[src/rtl/mips_pkg.sv]
// Shared MIPS pipeline definitions: reset vector, NOP encoding, fetch FSM states, exception codes.
package mips_pkg;
  localparam logic [31:0] RESET_PC_DEF = 32'h0000_3000;
  localparam logic [31:0] NOP          = 32'h0000_0000;
  localparam logic [4:0]  EXC_ADEL     = 5'd4;

  typedef enum logic {
    F_REQ  = 1'b0,
    F_HOLD = 1'b1
  } fetch_state_e;
endpackage

[src/rtl/fetch_unit_fd_reg.sv]
// Enable/reset pipeline register carrying {pc, instr, exc} between two pipeline stages.
module fd_reg #(
  parameter int DATA_W = 32
) (
  input  logic              clk,
  input  logic              reset,
  input  logic              en,
  input  logic [DATA_W-1:0] nxt_pc,
  input  logic [DATA_W-1:0] nxt_instr,
  input  logic              nxt_exc,
  output logic [DATA_W-1:0] d_pc,
  output logic [DATA_W-1:0] d_instr,
  output logic              d_exc
);
  always_ff @(posedge clk) begin
    if (reset) begin
      d_pc    <= '0;
      d_instr <= '0;
      d_exc   <= 1'b0;
    end else if (en) begin
      d_pc    <= nxt_pc;
      d_instr <= nxt_instr;
      d_exc   <= nxt_exc;
    end
  end
endmodule

[src/rtl/fetch_unit.sv]
// MIPS IF stage: PC register, variable-latency imem handshake, skid buffer, F/D register.
// Optional macro FETCH_ADDR_EXC_EN: illegal fetch addresses raise AdEL on d_exc instead of fetching.
module fetch_unit
  import mips_pkg::*;
#(
  parameter logic [31:0] RESET_PC = RESET_PC_DEF,
  parameter logic [31:0] IM_BASE  = 32'h0000_3000,
  parameter int          IM_WORDS = 4096
) (
  input  logic        clk,
  input  logic        reset,
  input  logic [31:0] npc,
  input  logic        stall,
  output logic        imem_req,
  output logic [31:0] imem_addr,
  input  logic        imem_ack,
  input  logic [31:0] imem_rdata,
  output logic [31:0] f_pc,
  output logic [31:0] d_pc,
  output logic [31:0] d_instr,
`ifdef FETCH_ADDR_EXC_EN
  output logic        d_exc,
`endif
  output logic        f_busy
);
  fetch_state_e state, state_nxt;
  logic [31:0]  pc;
  logic [31:0]  instr_buf;
  logic         buf_exc;
  logic         illegal;
  logic         ack_eff;
  logic         advance;
  logic [31:0]  fd_instr;
  logic         fd_exc;

`ifdef FETCH_ADDR_EXC_EN
  localparam logic [32:0] IM_LIMIT = {1'b0, IM_BASE} + 33'(IM_WORDS) * 33'd4;
  assign illegal = (pc[1:0] != 2'b00) || (pc < IM_BASE) || ({1'b0, pc} >= IM_LIMIT);
`else
  localparam logic [32:0] UNUSED_IM_LIMIT = {1'b0, IM_BASE} + 33'(IM_WORDS) * 33'd4;
  logic unused_d_exc;
  assign illegal = 1'b0;
`endif

  // An illegal address completes immediately without touching memory.
  assign ack_eff   = imem_ack | illegal;
  assign imem_req  = (state == F_REQ) && !illegal && !reset;
  assign imem_addr = pc;
  assign f_pc      = pc;
  assign f_busy    = (state == F_REQ) && !ack_eff;

  always_comb begin
    state_nxt = state;
    advance   = 1'b0;
    fd_instr  = illegal ? NOP : imem_rdata;
    fd_exc    = illegal;
    case (state)
      F_REQ: begin
        if (ack_eff) begin
          if (stall) state_nxt = F_HOLD;
          else       advance   = 1'b1;
        end
      end
      F_HOLD: begin
        fd_instr = instr_buf;
        fd_exc   = buf_exc;
        if (!stall) begin
          advance   = 1'b1;
          state_nxt = F_REQ;
        end
      end
      default: state_nxt = F_REQ;
    endcase
  end

  always_ff @(posedge clk) begin
    if (reset) begin
      state <= F_REQ;
      pc    <= RESET_PC;
    end else begin
      state <= state_nxt;
      if (advance) pc <= npc;
    end
  end

  // Skid buffer: validity is implied by state == F_HOLD, so no reset needed.
  always_ff @(posedge clk) begin
    if (state == F_REQ && ack_eff && stall) begin
      instr_buf <= illegal ? NOP : imem_rdata;
      buf_exc   <= illegal;
    end
  end

  fd_reg #(.DATA_W(32)) u_fd_reg (
    .clk       (clk),
    .reset     (reset),
    .en        (advance),
    .nxt_pc    (pc),
    .nxt_instr (fd_instr),
    .nxt_exc   (fd_exc),
    .d_pc      (d_pc),
    .d_instr   (d_instr),
`ifdef FETCH_ADDR_EXC_EN
    .d_exc     (d_exc)
`else
    .d_exc     (unused_d_exc)
`endif
  );
endmodule
[config.mk]
export PLATFORM = sky130hd
export DESIGN_NAME = fetch_unit
export DESIGN_NICKNAME = d
export VERILOG_FILES = /design/src/rtl/mips_pkg.sv /design/src/rtl/fetch_unit_fd_reg.sv /design/src/rtl/fetch_unit.sv
export SDC_FILE = /design/constraint.sdc
export NUM_CORES = 1
export LEC_CHECK = 0
export ABC_CLOCK_PERIOD_IN_PS = 7150
export CAP_MARGIN = 25
export CORE_ASPECT_RATIO = 0.75
export CORE_MARGIN = 5
export CORE_UTILIZATION = 35
export DETAILED_ROUTE_END_ITERATION = 8
export GPL_ROUTABILITY_DRIVEN = 0
export MAX_ROUTING_LAYER = met4
export PLACE_DENSITY = 0.63
export SLEW_MARGIN = 20
export SYNTH_ARGS = -nofsm -noshare
export SYNTH_HDL_FRONTEND = slang
export SYNTH_HIERARCHICAL = 1
export SYNTH_SLANG_ARGS = --single-unit
[constraint.sdc]
create_clock -name clk -period 7.15 [get_ports clk]
set_input_delay 1.7875 -clock clk [delete_from_list [all_inputs] [get_ports clk]]
set_output_delay 1.7875 -clock clk [all_outputs]
set_load 0.01 [all_outputs]
==> run_results.csv <==
group,metric,value,unit
clocking,htreeDepth,4,
final_layout,area_delta_synth_final,44.9,%
clocking,cts_buffers,17,
route,route.vias.total,3670,
route,drt_iter0_drc,142,
global_routing,grt.overflow.total,0,
synthesis,syn-num-nets,520,
setup_path,worstPathRequired,5360,ps
sta,slew_viol_final,0,
final_layout,finalNetCount,680,
floorplan,die-area,18000,um2
setup_path,crit_path_start_kind,"input pin",
sta,finalClockSkew,9.26,ps
floorplan,rows,39,
global_routing,grt.total_usage,14.3,%
clocking,clock_sinks,129,
final_layout,diodes,0,
setup_path,r2r_end,"u_fd_reg/d_pc[30]$_SDFFE_PP0P_",
floorplan,die_height,117,um
clocking,insertion_delay,400,ps
flow_run,max-cap-violations,0,
synthesis,syn_inst,452,
final_layout,final_cell_area,7790,um2
synthesis,yosys_warnings,6,
route,viasPerCell,4.42,
sta,hold_viol,0,
power_and_ir_drop,power_per_cell_area,251,nW/um2
global_routing,grt_pass1_wl,20000,um
route,drc,0,
sta,tns,0,ps
clocking,post_cts_buffers,0,
sta,fin_crit,4820,ps
floorplan,core,15100,um2
sta,worst_pin_slew,743,ps
floorplan,io_pins,198,
global_routing,grt_max_degree,71,
setup_path,crit_type,"input pin to output pin",
setup_path,end_kind,"output pin",
floorplan,start_util,35.5,%
placed_design,io_buffers,197,
sta,fmax,208,MHz
final_layout,layout-drive-gt1-share,11.4,%
global_routing,grt_pass1_vias,3898,
setup_path,crit_end,"f_busy",
route,first_pass_iters,4,
floorplan,die_x,153,um
sta,max-slew-margin-rel,50.4,%
global_routing,use_met1,17.5,%
min_path,holdCritPathClass,"flop to flop",
power_and_ir_drop,ir_drop,131,uV
clocking,root_buffer,"clkbuf_16",
setup_path,crit_fanout,3,
power_and_ir_drop,power_leakage,2.88,nW
global_routing,antenna_found_initial,0,
sta,post-route-period-util,67.4,%
global_routing,grt-busiest-layer,"met2",
clocking,clock_path_buffers,2,
clocking,ctsResizeCount,0,
route,totalWireLength,12700,um
setup_path,r2r_slack,4700,ps
clocking,cts_tree,"built",
synthesis,avgSynthCellArea,11.9,um2
sta,finalSetupViolCount,0,
clocking,clkTransAtPathRegs,50,ps
setup_path,r2r_cells,4,
setup_path,timing.rr.start,"state$_SDFF_PP0_",
run_status,outcome,"completed",
route,detail_route.wl_per_cell,15.3,um
placed_design,hpwlAfterDp,8600,um
clocking,hold_buffers,0,
sta,grt_setup_unrepaired,"false",
placed_design,dpl_cell_area,7160,um2
setup_path,critPathArrivalTime,3030,ps
route,antenna_left,0,
global_routing,grt_util_met2,22.5,%
synthesis,syn_area,5370,um2
setup_path,cp-startpoint,"imem_ack",
min_path,hold_depth,2,
global_routing,grtUsageMet3,5.37,%
-- through the flow --
stage / cells / utilization [%] / worst slack, ps / hold WS, ps / total power [mW]
after detailed placement: 798 / 47.3 / 2340 / 483 / 1.06
after global routing: 830 / 51.5 / 2270 / 522 / 2.04
after CTS: 830 / 51.5 / 2320 / 497 / 1.99
after global placement: 798 / 47.3 / 2340 / 471 / 1.06
after floorplan: 452 / - / 3090 / 516 / 0.950
final: 830 / 51.5 / 2330 / 491 / 1.95
-- per-layer routing --
layer	vias to the layer above	part of all wire, %
met4	0	0.64
met2	121	47
met1	1734	46
li1	1806	-
met5	-	0
met3	9	6.8
-- worst max-delay path: stages --
cell             delay (ps)
clkdlybuf4s50_1         460
nor2_1                  180
clkdlybuf4s50_1         610
-- power breakdown --
part | switching, mW | total [mW] | internal, mW | leakage [nW]
registers | 0.0229 | 0.807 | 0.784 | 1.09
clock network | 0.317 | 0.909 | 0.592 | 0.303
logic | 0.0949 | 0.236 | 0.142 | 1.49
total | 0.435 | 1.95 | 1.52 | 2.88
-- worst min-delay path by stage --
stage                                        to  slack (ps)                              from
5_1_grt        u_fd_reg/d_instr[7]$_SDFFE_PP0P_         520  u_fd_reg/d_instr[7]$_SDFFE_PP0P_
4_1_cts        u_fd_reg/d_instr[6]$_SDFFE_PP0P_         500  u_fd_reg/d_instr[6]$_SDFFE_PP0P_
3_5_place_dp   u_fd_reg/d_instr[6]$_SDFFE_PP0P_         480  u_fd_reg/d_instr[6]$_SDFFE_PP0P_
6_report       u_fd_reg/d_instr[6]$_SDFFE_PP0P_         490  u_fd_reg/d_instr[6]$_SDFFE_PP0P_
3_3_place_gp     u_fd_reg/d_pc[22]$_SDFFE_PP0P_         470    u_fd_reg/d_pc[22]$_SDFFE_PP0P_
2_1_floorplan              f_pc[0]$_SDFFE_PP0P_         520              f_pc[0]$_SDFFE_PP0P_
-- layout by cell type (no fill, tap or decap) --
master and instances:
buf_4 6, bufinv_16 4, clkbuf_16 17, clkbuf_8 1, clkdlybuf4s50_1 196, clkinv_1 1, clkinv_2 3, clkinv_4 4
clkinvlp_4 2, dfxtp_1 97, edfxtp_1 32, mux2_2 32, mux2i_1 96, nand2_1 1, nand2b_1 60, nor2_1 70
nor2_2 1, nor3b_1 1, o21ba_4 1
-- state kept, by name, indices dropped and copies added (netlist names) --
| register | count |
|---|---|
| u_fd_reg/d_pc | 32 |
| u_fd_reg/d_instr | 32 |
| state | 1 |
| instr_buf | 32 |
| f_pc | 32 |
-- layout make-up --
cell class                      count  area [um2]
Clock inverter                     14         189
Fill cell                        1354        7340
Timing Repair Buffer              202        2010
Clock buffer                       18         439
Multi-Input combinational cell    262        1990
Sequential cell                   129        2900
Tap cell                          205         256
Power figures use the tool's default switching activity.
